--- src/rtl/seg7_scan_driver_if.sv ---
// Bundle between a time source and the 4-digit MM:SS scan driver.
// Carries bcd_sl/sh/ml/mh digits and blank in; an, seg, dp out.
interface seg7_scan_driver_if;
   logic [3:0] bcd_sl;
   logic [3:0] bcd_sh;
   logic [3:0] bcd_ml;
   logic [3:0] bcd_mh;
   logic       blank;
   logic [3:0] an;
   logic [6:0] seg;
   logic       dp;

   modport master (
      output bcd_sl, bcd_sh, bcd_ml, bcd_mh, blank,
      input  an, seg, dp
   );

   modport slave (
      input  bcd_sl, bcd_sh, bcd_ml, bcd_mh, blank,
      output an, seg, dp
   );
endinterface

--- src/rtl/seg7_scan_driver.sv ---
// Multiplexed 4-digit 7-segment driver (MM:SS), active-low outputs.
// Ports: clk, reset (async, high), bus (slave: bcd_*/blank in; an/seg/dp out).
// Parameters: DIV clk cycles per digit slot, DEAD anode-off lead-in cycles.
// Define SEG7_LZB_EN to blank the minutes-high digit when it is zero.
module seg7_scan_driver #(
   parameter int DIV  = 1000,
   parameter int DEAD = 2
) (
   input logic              clk,
   input logic              reset,
   seg7_scan_driver_if.slave bus
);

   localparam int CW = (DIV > 1) ? $clog2(DIV) : 1;
   localparam logic [CW-1:0] CNT_MAX = CW'(DIV - 1);

   logic [CW-1:0] cnt;
   logic [1:0]    idx;
   logic          tick;
   logic          frame_end;

   logic [3:0] sh_sl;
   logic [3:0] sh_sh;
   logic [3:0] sh_ml;
   logic [3:0] sh_mh;

   logic [3:0] cur;
   logic       lit;
   logic [3:0] an_d;
   logic [6:0] seg_d;
   logic       dp_d;

   logic [3:0] an_q;
   logic [6:0] seg_q;
   logic       dp_q;

   assign tick      = (cnt == CNT_MAX);
   assign frame_end = tick && (idx == 2'd3);

   always_ff @(posedge clk or posedge reset) begin
      if (reset) begin
         cnt <= '0;
         idx <= 2'd0;
      end else if (tick) begin
         cnt <= '0;
         idx <= idx + 2'd1;
      end else begin
         cnt <= cnt + 1'b1;
      end
   end

   // Digits are latched only at the frame boundary so a frame
   // never mixes old and new time values.
   always_ff @(posedge clk or posedge reset) begin
      if (reset) begin
         sh_sl <= 4'd0;
         sh_sh <= 4'd0;
         sh_ml <= 4'd0;
         sh_mh <= 4'd0;
      end else if (frame_end) begin
         sh_sl <= bus.bcd_sl;
         sh_sh <= bus.bcd_sh;
         sh_ml <= bus.bcd_ml;
         sh_mh <= bus.bcd_mh;
      end
   end

   always_comb begin
      cur = sh_sl;
      unique case (idx)
         2'd0: cur = sh_sl;
         2'd1: cur = sh_sh;
         2'd2: cur = sh_ml;
         2'd3: cur = sh_mh;
      endcase
   end

   always_comb begin
      lit = !bus.blank && (int'(cnt) >= DEAD);
`ifdef SEG7_LZB_EN
      if (idx == 2'd3 && sh_mh == 4'd0) begin
         lit = 1'b0;
      end
`endif
   end

   always_comb begin
      an_d = 4'b1111;
      if (lit) begin
         an_d[idx] = 1'b0;
      end
   end

   always_comb begin
      seg_d = 7'b0111111;
      case (cur)
         4'd0:    seg_d = 7'b1000000;
         4'd1:    seg_d = 7'b1111001;
         4'd2:    seg_d = 7'b0100100;
         4'd3:    seg_d = 7'b0110000;
         4'd4:    seg_d = 7'b0011001;
         4'd5:    seg_d = 7'b0010010;
         4'd6:    seg_d = 7'b0000010;
         4'd7:    seg_d = 7'b1111000;
         4'd8:    seg_d = 7'b0000000;
         4'd9:    seg_d = 7'b0010000;
         default: seg_d = 7'b0111111;
      endcase
   end

   // Colon sits with the minutes-low digit and follows its anode.
   assign dp_d = !(lit && (idx == 2'd2));

   always_ff @(posedge clk or posedge reset) begin
      if (reset) begin
         an_q  <= 4'b1111;
         seg_q <= 7'b1111111;
         dp_q  <= 1'b1;
      end else begin
         an_q  <= an_d;
         seg_q <= seg_d;
         dp_q  <= dp_d;
      end
   end

   assign bus.an  = an_q;
   assign bus.seg = seg_q;
   assign bus.dp  = dp_q;

endmodule

--- src/flat_wrapper.sv ---
// flat-port wrapper written by rule: the top's interface ports become plain ports
module seg7_scan_driver_flat 
#(
   parameter int DIV  = 1000,
   parameter int DEAD = 2
)
  (clk, reset, bus_bcd_sl, bus_bcd_sh, bus_bcd_ml, bus_bcd_mh, bus_blank, bus_an, bus_seg, bus_dp);
  seg7_scan_driver_if bus_i ();
  input logic clk;
  input logic reset;
  input wire logic [$bits(bus_i.bcd_sl)-1:0] bus_bcd_sl;
  input wire logic [$bits(bus_i.bcd_sh)-1:0] bus_bcd_sh;
  input wire logic [$bits(bus_i.bcd_ml)-1:0] bus_bcd_ml;
  input wire logic [$bits(bus_i.bcd_mh)-1:0] bus_bcd_mh;
  input wire logic [$bits(bus_i.blank)-1:0] bus_blank;
  output wire logic [$bits(bus_i.an)-1:0] bus_an;
  output wire logic [$bits(bus_i.seg)-1:0] bus_seg;
  output wire logic [$bits(bus_i.dp)-1:0] bus_dp;
  assign bus_i.bcd_sl = bus_bcd_sl;
  assign bus_i.bcd_sh = bus_bcd_sh;
  assign bus_i.bcd_ml = bus_bcd_ml;
  assign bus_i.bcd_mh = bus_bcd_mh;
  assign bus_i.blank = bus_blank;
  assign bus_an = bus_i.an;
  assign bus_seg = bus_i.seg;
  assign bus_dp = bus_i.dp;
  seg7_scan_driver #(.DIV(DIV), .DEAD(DEAD)) u_core (.clk(clk), .reset(reset), .bus(bus_i));
endmodule
--- config.mk ---
export PLATFORM = sky130hd
export DESIGN_NAME = seg7_scan_driver_flat
export DESIGN_NICKNAME = d
export VERILOG_FILES = /design/src/rtl/seg7_scan_driver_if.sv /design/src/rtl/seg7_scan_driver.sv /design/src/flat_wrapper.sv
export SDC_FILE = /design/constraint.sdc
export NUM_CORES = 1
export LEC_CHECK = 0
export BUFFER_PORTS_ARGS = -buffer_cell sky130_fd_sc_hd__buf_4
export CORE_UTILIZATION = 59
export DETAILED_ROUTE_END_ITERATION = 12
export MAX_ROUTING_LAYER = met4
export PLACE_DENSITY = 0.83
export SLEW_MARGIN = 5
export SYNTH_ARGS = -nofsm -noshare
export SYNTH_HDL_FRONTEND = slang
export SYNTH_SLANG_ARGS = --single-unit
export TNS_END_PERCENT = 1
--- constraint.sdc ---
create_clock -name clk -period 6.3 [get_ports clk]
set_clock_uncertainty 0.1 [all_clocks]
set_input_delay 0.315 -clock clk [delete_from_list [all_inputs] [get_ports clk]]
set_output_delay 0.315 -clock clk [all_outputs]
set_load 0.05 [all_outputs]
==> qor.csv <==
metric;value;unit
total number of vias;1246;
Warnings, synthesis;0;
routed length per instance;15.93;um
Routed Antenna Nets;0;
Ports;31;
status;finished, violations left;
Clock transition at path regs;110;ps
via/cell ratio;5.795;
pin count of the biggest net entering global routing;40;
Max VDD drop;0.1694;mV
Total GRT Usage;24.17;%
most frequently used flop master after synthesis;dfrtp_1;
Worst Hold Launch;bus_bcd_mh[1];
failing checks;design-rule violations;
reg2reg setup slack;4050;ps
vias in the first global route;1224;
r2r endpoint;u_core.bus.seg[3];
FFs w/ async S/R, synth;100.0;%
Iter 0 DRT Violations;39;
root buf cell;clkbuf_4;
Filler cells;191;
Syn-to-layout area delta;16.32;%
width of the chip;57.97;um
clk sinks;39;
Synthesized Nets;177;
Synth top area share;37.91;%
DRT Wirelength;3426;um
part of the cycle the worst path needs;35.76;%
grt ovf;0;
starting density of the core;64.78;%
Syn Area/Cell;12.49;um^2
R2R depth;6;
CP arrival;2410;ps
unrepaired setup endpoints after global routing;false;
WP data required;6460;ps
Cell Area, Placed;2090;um^2
HP Class;input port to flip-flop;
number of synthesized flops with an enable pin;0;
final hold violation count;0;
max-slew violations;0;
synthesized area;1848;um^2
die span in y;57.97;um
CTS buffer count;5;
Power Density;205.0;nW/um^2
Cell Rows;19;
total negative slack;0;ps
min Tclk post-route;2253;ps
Slew HR;64.28;%
die area;3360;um^2
first-pass GRT wire length;5720;um
hold depth;2;
Clock Tree Buf Depth;2;
sequential area share after synthesis;53.55;%
DP HPWL;2518;um
Placer Congestion;0.9468;
design area;2150;um^2
max-cap viol count;0;
CP Capture Type;flip-flop;
worst-margin pin slew;520.9;ps
final setup vio count;0;
# Post-CTS Setup Buffers;0;
CTS HTree Levels;2;
# diodes;0;
Core ar.;2853;um^2
CP startpoint kind;flip-flop;
layout cells sized above 1;37.50;%
Yosys top cell by area;dfrtp_1;
CP max FO;6;
WS Path Type;flip-flop to flip-flop;
DR DRC count;3;
leakage;1.056;nW
total iterations of the first detailed-routing run;9;
worst r2r src;u_core.idx[0];
worst skew pair latency;340;ps
port bufs;30;
Synth area leaders;dfrtp_1, dfstp_2, mux2_4, ha_1, mux2_2;
Nets;212;
initial antenna violation count;0;
hold path endpoint;u_core.sh_mh[1];
Cell variety after synth;34;
Fmax;443.9;MHz
CTS tree;built;
synthesized flop and latch total;39;
Syn Inst Count;148;
## per-layer routing
| metal | GRT usage [%] | vias up | part of all wire, % |
|---|---|---|---|
| met5 | - | - | 0 |
| met4 | 9.184 | 0 | 1.9 |
| met3 | 7.589 | 6 | 6.0 |
| met2 | 36.12 | 44 | 48 |
| met1 | 31.02 | 608 | 44 |
| li1 | - | 588 | - |
## placed cells by master (no fill, tap or decap), drive strengths merged, types with 2 or more instances in the layout
master	n
nor4	2
a31oi	2
a21oi	3
mux2	18
dfstp	11
nor2	9
xor2	3
clkbuf	7
xnor2	4
a22o	2
nor2b	2
mux2i	3
o21ai	6
buf	31
nor3	3
nand3	2
dfrtp	28
inv	10
ha	10
a222oi	4
nand2	13
## area by class of cell
type                       count  area [um^2]  area share, %
clock buffer                   7        45.04          2.095
clock inverter                 1        5.005         0.2328
inverter                      10        37.54          1.746
multi-input combinational     95        790.8          36.79
sequential                    39        989.7          46.04
tap                           31        38.79          1.804
timing repair buffer          32        242.7          11.29
## synth_stat cells, types with 4 or more instances
| cell | number |
|---|---|
| dfrtp_1 | 28 |
| nand2_1 | 12 |
| dfstp_2 | 11 |
| ha_1 | 10 |
| inv_1 | 10 |
| mux2_4 | 10 |
| nor2_1 | 9 |
| mux2_2 | 8 |
| o21ai_0 | 5 |
| a222oi_1 | 4 |
| xnor2_1 | 4 |
## cells by family after synthesis
group | synth area share, %
fa+ha+maj | 6.770
mux | 14.62
compound gates | 7.719
simple gates | 10.36
flops | 53.55
xor+xnor | 3.318
buf+inv | 3.656
## worst max-delay path, stage by stage, from the launching register on
cell      delay, ps
dfrtp_1         410
inv_1           140
ha_1            310
mux2i_1         520
inv_1           160
ha_1            310
o221ai_1        220
## registers in the layout, summed over array words and instances (netlist names)
signal          cells
u_core.bus.seg      7
u_core.idx          2
u_core.sh_mh        4
u_core.sh_sl        4
u_core.cnt         10
u_core.bus.an       4
u_core.sh_ml        4
u_core.sh_sh        4
## per-stage QoR
stage	total power, mW	util, %	cells	setup WS [ps]	hold slack [ps]
3_3_place_gp	0.3233	73.25	206	4218	352.9
4_1_cts	0.4451	75.35	215	4036	84.37
6_report	0.4406	75.35	215	4047	93.05
3_5_place_dp	0.3252	73.25	206	4077	360.3
5_1_grt	0.4598	75.35	215	3892	67.64
2_1_floorplan	0.3042	-	148	4298	351.4
## worst max-delay path by stage
stage                     cells after the start          start           endpoint  slack, ps
after floorplan                               7  u_core.idx[0]  u_core.bus.seg[3]       4300
after global routing                          6  u_core.idx[0]  u_core.bus.seg[3]       3890
final                                         6  u_core.idx[0]  u_core.bus.seg[3]       4050
after global placement                        6  u_core.idx[0]  u_core.bus.seg[3]       4220
after detailed placement                      6  u_core.idx[0]  u_core.bus.seg[3]       4080
after CTS                                     6  u_core.idx[0]  u_core.bus.seg[3]       4040
## power by group
part / total [mW] / switching (mW) / internal (mW)
Clock: 0.120 / 0.0761 / 0.0435
Combinational: 0.0540 / 0.0314 / 0.0226
Sequential: 0.267 / 0.00466 / 0.262
## repair_timing
action                                  in CTS  in global routing
endpoints found under the setup margin       0                  0
gates resized for setup                      0                  0
endpoints found under the hold margin       28                  0
hold buffers                                 1                  0
No activity file was read; power rests on OpenSTA's default activity.
